**src/rtl/uart_tx_param.sv**
```systemverilog
// Parametrised UART transmitter: a small transmit FIFO feeding a frame FSM
// (start, DATA_BITS data LSB first, optional parity, 1 or 2 stop bits).
module uart_tx_param #(
  parameter int CLKS_PER_BIT = 5208,
  parameter int DATA_BITS    = 8,
  parameter int PARITY       = 1,
  parameter int STOP_BITS    = 1,
  parameter int FIFO_DEPTH   = 4
) (
  input  logic                 clk,
  input  logic                 rst,
  input  logic                 tx_send,
  input  logic [DATA_BITS-1:0] tx_data,
  output logic                 tx,
  output logic                 busy,
  output logic                 fifo_full,
  output logic                 fifo_empty,
  output logic                 tx_overflow,
  output logic                 tx_done,
  output logic [2:0]           tx_state
);

  localparam int PTR_W  = $clog2(FIFO_DEPTH);
  localparam int CNT_W  = $clog2(FIFO_DEPTH + 1);
  localparam int BAUD_W = $clog2(CLKS_PER_BIT);
  localparam int BIT_W  = $clog2(DATA_BITS + 1);

  localparam logic [BAUD_W-1:0] BAUD_LAST = BAUD_W'(CLKS_PER_BIT - 1);
  localparam logic [BAUD_W-1:0] BAUD_PRE  = BAUD_W'(CLKS_PER_BIT - 2);
  localparam logic [BIT_W-1:0]  DATA_LAST = BIT_W'(DATA_BITS - 1);
  localparam logic [BIT_W-1:0]  STOP_LAST = BIT_W'(STOP_BITS - 1);
  localparam logic [CNT_W-1:0]  DEPTH_C   = CNT_W'(FIFO_DEPTH);
  localparam logic              ODD_PAR   = (PARITY == 2);

  typedef enum logic [2:0] {
    IDLE  = 3'd0,
    START = 3'd1,
    DATA  = 3'd2,
    PAR   = 3'd3,
    STOP  = 3'd4
  } state_t;

  state_t               state;
  logic [DATA_BITS-1:0] mem [FIFO_DEPTH];
  logic [PTR_W-1:0]     wr_ptr;
  logic [PTR_W-1:0]     rd_ptr;
  logic [CNT_W-1:0]     count;
  logic [CNT_W-1:0]     count_next;
  logic [BAUD_W-1:0]    baud_cnt;
  logic [BIT_W-1:0]     bit_cnt;
  logic [DATA_BITS-1:0] shift_reg;
  logic                 parity_bit;
  logic                 push;
  logic                 pop;
  logic                 bit_end;
  logic                 last_stop;

  assign bit_end   = (baud_cnt == BAUD_LAST);
  assign last_stop = (bit_cnt == STOP_LAST);
  // Full is the registered flag, so a push while full is dropped even if a pop happens this cycle.
  assign push      = tx_send && !fifo_full;
  assign pop       = !fifo_empty && ((state == IDLE) || ((state == STOP) && bit_end && last_stop));
  assign tx_state  = state;

  always_comb begin
    count_next = count;
    if (push && !pop)
      count_next = count + 1'b1;
    else if (pop && !push)
      count_next = count - 1'b1;
  end

  always_ff @(posedge clk) begin
    if (push)
      mem[wr_ptr] <= tx_data;
  end

  always_ff @(posedge clk or posedge rst) begin
    if (rst) begin
      wr_ptr      <= '0;
      rd_ptr      <= '0;
      count       <= '0;
      fifo_full   <= 1'b0;
      fifo_empty  <= 1'b1;
      tx_overflow <= 1'b0;
    end else begin
      if (push)
        wr_ptr <= wr_ptr + 1'b1;
      if (pop)
        rd_ptr <= rd_ptr + 1'b1;
      count       <= count_next;
      fifo_full   <= (count_next == DEPTH_C);
      fifo_empty  <= (count_next == '0);
      tx_overflow <= tx_send && fifo_full;
    end
  end

  always_ff @(posedge clk or posedge rst) begin
    if (rst) begin
      state      <= IDLE;
      tx         <= 1'b1;
      busy       <= 1'b0;
      tx_done    <= 1'b0;
      baud_cnt   <= '0;
      bit_cnt    <= '0;
      shift_reg  <= '0;
      parity_bit <= 1'b0;
    end else begin
      tx_done  <= 1'b0;
      baud_cnt <= bit_end ? '0 : baud_cnt + 1'b1;
      case (state)
        IDLE: begin
          baud_cnt <= '0;
          if (pop) begin
            shift_reg  <= mem[rd_ptr];
            parity_bit <= (^mem[rd_ptr]) ^ ODD_PAR;
            bit_cnt    <= '0;
            tx         <= 1'b0;
            busy       <= 1'b1;
            state      <= START;
          end
        end
        START: begin
          if (bit_end) begin
            tx      <= shift_reg[0];
            bit_cnt <= '0;
            state   <= DATA;
          end
        end
        DATA: begin
          if (bit_end) begin
            if (bit_cnt == DATA_LAST) begin
              bit_cnt <= '0;
              if (PARITY != 0) begin
                tx    <= parity_bit;
                state <= PAR;
              end else begin
                tx    <= 1'b1;
                state <= STOP;
              end
            end else begin
              bit_cnt   <= bit_cnt + 1'b1;
              shift_reg <= shift_reg >> 1;
              tx        <= shift_reg[1];
            end
          end
        end
        PAR: begin
          if (bit_end) begin
            tx      <= 1'b1;
            bit_cnt <= '0;
            state   <= STOP;
          end
        end
        STOP: begin
          // Raised one cycle early so the registered pulse covers the final stop cycle.
          if (last_stop && (baud_cnt == BAUD_PRE))
            tx_done <= 1'b1;
          if (bit_end) begin
            if (!last_stop) begin
              bit_cnt <= bit_cnt + 1'b1;
            end else if (pop) begin
              shift_reg  <= mem[rd_ptr];
              parity_bit <= (^mem[rd_ptr]) ^ ODD_PAR;
              bit_cnt    <= '0;
              tx         <= 1'b0;
              state      <= START;
            end else begin
              tx    <= 1'b1;
              busy  <= 1'b0;
              state <= IDLE;
            end
          end
        end
        default: begin
          tx    <= 1'b1;
          busy  <= 1'b0;
          state <= IDLE;
        end
      endcase
    end
  end

endmodule

```
**config.mk**
```make
export PLATFORM = sky130hd
export DESIGN_NAME = uart_tx_param
export DESIGN_NICKNAME = d
export VERILOG_FILES = /design/src/rtl/uart_tx_param.sv
export SDC_FILE = /design/constraint.sdc
export NUM_CORES = 1
export LEC_CHECK = 0
export ABC_AREA = 1
export CORE_MARGIN = 10
export CORE_UTILIZATION = 55
export CTS_BUF_LIST = sky130_fd_sc_hd__clkbuf_8
export DETAILED_ROUTE_END_ITERATION = 10
export GPL_ROUTABILITY_DRIVEN = 0
export PLACE_DENSITY = 0.74
export SKIP_LAST_GASP = 1
export SYNTH_ARGS = -nofsm -noshare
export SYNTH_HDL_FRONTEND = slang
export SYNTH_SLANG_ARGS = --single-unit
```
**constraint.sdc**
```tcl
create_clock -name clk -period 1.8 [get_ports clk]
set_input_delay 0.18 -clock clk [delete_from_list [all_inputs] [get_ports clk]]
set_output_delay 0.18 -clock clk [all_outputs]
set_load 0.03 [all_outputs]
```
# == Word level (Yosys, flattened, before mapping) ==
# Memories as Yosys holds them, arrays and structs flattened.
# Cells that the tools add are included.
# totals
reg_bits,42
mem_bits_rw,32
in_bits,11
output_inout_bits,9
mem_count,1
# classes
addsub,6
eq_ne,18
muxes,48
n_bitwise,1
reduce_logical,28
# memory_table
name,depth,width,read_ports,rd_ports_with_merged_regs,write_ports,line_no,text
mem,4,8,1,0,1,44,logic [DATA_BITS-1:0] mem [FIFO_DEPTH];
# ops
cell,n
$mux W8,5
$mux W3,9
$eq A13 B13 Y1 const B,2
$mux W13,2
$mux W4,6
$pmux W8 S3,1
$mux W1,20
$ne A2 B2 Y1 const B,9
$pmux W4 S4,1
$pmux W3 S5,1
$add A13 B1 Y13 const B,1
$reduce_and A5 Y1,2
$logic_and A1 B1 Y1,8
$reduce_xor A8 Y1,1
$reduce_and A7 Y1,1
$eq A3 B2 Y1 const B,2
$eq A3 B3 Y1 const B,2
$logic_not A3 Y1,2
$reduce_and A6 Y1,1
$pmux W1 S5,1
$add A2 B1 Y2 const B,2
$add A4 B1 Y4 const B,1
$eq A4 B3 Y1 const B,1
$logic_not A1 Y1,4
16 further kinds,16

# == Longest topological paths before layout ==
# logic_depth
ltp_word,9
ltp_mapped,14
depth_no_buf,14

# == Worst setup path before layout ==
# No wires, ideal clock.
# synth_timing
kind,register to register
start,register fifo_full
end,memory mem[0][0] (enable)
arrival_ns,1.404
setup_slack_ns,0.025
path_stages_with_launch,4
n_path_buf,0
synth_period_minus_slack_ns,1.775
cell_sequence,dfrtp_1 -> nor2_1 -> inv_1 -> nor2_1
# synth_between
elab_chain_cells,4
# synth_rtl
element,line_no,text
from (decl),16,"output logic fifo_full,"
from (signal assigned),92,fifo_full <= (count_next == DEPTH_C);
$logic_not A1 Y1,61,assign push = tx_send && !fifo_full;
$logic_and A1 B1 Y1,61,
$mux W1,74,if (push)
$mux W1 (implied by the code),75,mem[wr_ptr] <= tx_data;
to (decl),44,
# Every way passes these cells.

# == Final worst setup path ==
# layout_timing
start,register bit_cnt[0]
end,register fifo_empty
# layout_between
elab_chain_cells,8
# layout_rtl
element,line_no,text
from (decl),50,logic [BIT_W-1:0] bit_cnt;
from (signal assigned),142,bit_cnt <= bit_cnt + 1'b1;
from (signal assigned),161,bit_cnt <= bit_cnt + 1'b1;
$logic_not A4 Y1 (*),59,assign last_stop = (bit_cnt == STOP_LAST);
$logic_and A1 B1 Y1 (*),62,assign pop = !fifo_empty && ((state == IDLE) || ((state == STOP) && bit_end && last_stop));
$logic_or A1 B1 Y1 (*),62,
$logic_and A1 B1 Y1 (*),62,
$logic_and A1 B1 Y1 / $logic_not A1 Y1 (equally long branches),"69, 67",
$mux W3 / $logic_and A1 B1 Y1 (equally long branches),"69, 67",
$mux W3 (*),67,if (push && !pop)
via count_next[1],48,logic [CNT_W-1:0] count_next;
$logic_not A3 Y1 (*),93,fifo_empty <= (count_next == '0);
to (signal assigned),93,
to (decl),17,"output logic fifo_empty,"
# Mark *: on every way through the listed nets, which the timed path passes. The rest lies on a longest branch.
# A chain may end at the register's enable or synchronous reset.

==> key figures <==
Worst setup path
  • Number of buffers and inverters on the critical path: 2
  • Slack of the worst reg-to-reg path: 0.02 ns
  • Launching element type of the critical path: flip-flop
  • Source of the worst register-to-register timing path: bit_cnt[0]$_DFFE_PP0P_
  • Maximum fanout encountered on the critical timing path: 7
  • Cell family with most CP delay: simple AND/OR/NAND/NOR gates
  • Ordered list of cells on the worst path: inv_2 -> ha_4 -> nand3_4 -> nand2_4 -> nand2_4 -> nor2_8 -> nand2_8 -> nand2_4 -> nand2_1 -> nand2_1 -> nand2_1 -> inv_1 -> nand2_2 -> nor2_2
  • Critical Path Max Stage Delay: 0.43 ns
  • WP depth: 14
  • Capturing element of the worst setup path: fifo_empty$_DFF_PP1_
  • Register-to-Register Path Depth: 14
  • Crit. End Element: flip-flop
  • Worst Path Arrival: 2.07 ns
  • Timing startpoint of the critical path: bit_cnt[0]$_DFFE_PP0P_
  • Category of the critical setup timing path: reg2reg
  • Required arrival time at the worst endpoint: between 2 and 2.5 ns
  • Reg2reg end: fifo_empty$_DFF_PP1_
  • Cell with the biggest individual delay on the critical path: dfrtp_1

Yosys
  • Synthesis Warnings: 0
  • Number of cells produced by synthesis: slightly above 400
  • Top cells by instance count after synthesis: nand2_1, inv_1, dfrtp_1
  • Largest area contributor in the synthesized netlist: dfrtp_1
  • Number of synthesized flops with an enable pin: 32
  • Fraction of synthesized cell area taken by the top area cell type: 0.270
  • Nets in the synthesized netlist: between 400 and 500
  • Synthesized area per cell: slightly above 9 sq um
  • Share of the yosys chip area belonging to registers: 0.543
  • Flip-flop cell with the highest count after synthesis: dfrtp_1
  • Cell area after technology mapping: 3710 sq um
  • Flip-flop and latch count after synthesis: between 70 and 80
  • Distinct cell type count after synthesis: 35
  • Dominant cell by count in the synthesized netlist: nand2_1
  • Dominant cells by area after synthesis: dfrtp_1, edfxtp_1, nand2_1, nand3_1, inv_1
  • Async S/R FF share, synth: 0.568

Timing
  • Peak Freq: approximately 0.56 GHz
  • Number of hold-slack violations in the final timing report: 0
  • Tightest slew margin relative to the limit: 0.598
  • Post-route fraction of the period consumed by the critical path: 0.988
  • Slew at the pin closest to its max-slew limit: 0.600 ns
  • Total of endpoints with negative setup slack in the final report: 0
  • Total Neg Setup Slack: 0 ns
  • Clock period minus final worst setup slack: between 1.5 and 2 ns
  • Crit path setup slack, layout: approximately 0.022 ns
  • Setup repair after global routing missed its margin: true
  • Maximum clock skew at final layout: about 0.011 ns
  • Hold WS: roughly 0.12 ns
  • Number of max-slew violations in the final report: 0

Power
  • IR drop worst, VDD: 0.000791 V
  • Pwr dens: 1040 nW/um^2
  • Leakage power of the design: about 2 nW

Global routing
  • Pin count of the biggest net entering global routing: 21
  • Met3 Resource Use GR: 0.0331
  • Global-route wire length before repair: 12,700 um
  • Gr usage total: 0.154
  • Met2 usage: 0.250
  • Final global-route overflow total: 0
  • Number of antenna violations at the first check in global routing: 0
  • Number of global-route vias before repair: 2,709
  • Most utilized layer in the global route result: met2
  • Met1 track demand over resource in global routing: 0.194

Clock network
  • Reg clk slew, reported paths: 0.09 ns
  • Clock root cell: clkbuf_8
  • Total CTS buffers: 9
  • Number of clock sinks seen by CTS: 74
  • CTS tree: done
  • Post-CTS Hold Fix Bufs: 0
  • CTS max path bufs: 2
  • Clock latency of the later-clocked register in the worst-skew pair: roughly 0.36 ns
  • H-tree levels: 3

Drt
  • Drt pass-1 iters: 4
  • Vias after detailed routing: approximately 2,800
  • Number of DRC violations after detailed-routing iteration 0: between 150 and 200
  • Number of remaining DRC errors: 0
  • Via density per instance: approximately 5.3
  • WL/cell: about 15 um
  • Wirelength, routed: between 7000 and 8000 um
  • Post-route antenna net violation count: 0

Floorplan
  • Floorplan die area: approximately 10,000 sq um
  • Initial core utilization: 0.575
  • I/O pins: 20
  • Horizontal die dimension: 102 um
  • Row cnt: 29
  • Die outline height: 102 um
  • CORE AREA: 6460 sq um

Finish
  • Post-layout instance count excluding filler cells: 533
  • Antenna diodes: 0
  • Layout Nets: ~470
  • Largest register FFs: 32
  • Layout cells sized above 1: 0.178
  • Growth of design area from synthesis to finish: 20.0%

Job
  • Max capacitance violation total: 0

Status
  • Outcome: finished clean

Placement
  • Count of input and output buffers: 19
  • HPWL after detailed placement: about 5400 um
  • Number of placed cells counting well taps: roughly 510
  • Worst slack at placement: -0.0640 ns

Hold path
  • Hold Path Class: in2async
[through the flow]
| step | power [mW] | utilization | cell area, sq um |
|---|---|---|---|
| after global routing | 4.86 | 0.690 | 4450 |
| after detailed placement | 3.11 | 0.633 | 4090 |
| after floorplan | 2.79 | - | 3710 |
| final | 4.61 | 0.690 | 4450 |
| after global placement | 3.05 | 0.633 | 4090 |
| after CTS | 4.57 | 0.670 | 4330 |
[placed cells by master, fill, tap and decap left out, types with 9 or more instances in the layout]
master           count
a21oi_1             17
nor2_1              32
xor2_1              11
nand2_1            105
inv_1               40
o21ai_0             14
edfxtp_1            32
clkbuf_8             9
dfrtp_1             40
buf_4               21
clkdlybuf4s50_1     18
nand3_1             32
[per-layer routing]
layer / vias up / wire length (um)
li1: 1409 / -
met1: 1350 / 3390
met2: 58 / 3930
met3: 17 / 355
met4: 0 / 176
met5: - / 0
[cell type report]
cell class	instances	area (sq um)
Tap cell	77	96.3
Multi-Input combinational cell	274	1530
Inverter	49	186
Clock inverter	7	101
Clock buffer	9	124
Sequential cell	74	2010
Timing Repair Buffer	43	398
Fill cell	492	2000
[power breakdown]
group,total [mW],switching (mW),internal [mW]
clock network,1.46,0.668,0.795
logic,0.994,0.610,0.384
registers,2.15,0.127,2.03
[cells by family after synthesis]
family	after synthesis	synth area share
AO/OA/AOI/OAI	43	0.0674
XOR/XNOR	16	0.0377
adder cells (fa/ha/maj)	10	0.0337
buffers and inverters	56	0.0627
flip-flops	74	0.543
AND/OR/NAND/NOR	205	0.256
[worst reg2reg max path: stages, from the launching register on]
cell and delay, ns:
dfrtp_1 0.43, inv_2 0.10, ha_4 0.13, nand3_4 0.09, nand2_4 0.11, nand2_4 0.07
nor2_8 0.17, nand2_8 0.09, nand2_4 0.10, nand2_1 0.05, nand2_1 0.05, nand2_1 0.07
inv_1 0.07, nand2_2 0.06, nor2_2 0.12
[worst min path at each step]
stage,start,endpoint,slack [ns],depth (start not counted)
3_3_place_gp,busy$_DFFE_PP0P_,busy$_DFFE_PP0P_,0.46,2
4_1_cts,rst,wr_ptr[1]$_DFFE_PP0P_,0.14,2
3_5_place_dp,busy$_DFFE_PP0P_,busy$_DFFE_PP0P_,0.46,2
6_report,rst,baud_cnt[0]$_DFF_PP0_,0.12,2
2_1_floorplan,tx_data[0],mem[0][0]$_DFFE_PP_,0.28,0
5_1_grt,rst,baud_cnt[3]$_DFF_PP0_,0.16,2
[timing repair]
action / CTS / global route
resized for setup: 5 / 18
buffers inserted: 0 / 9
pin swaps: 2 / 10
endpoints found under the setup margin: 6 / 16
Power figures use the tool's default switching activity.
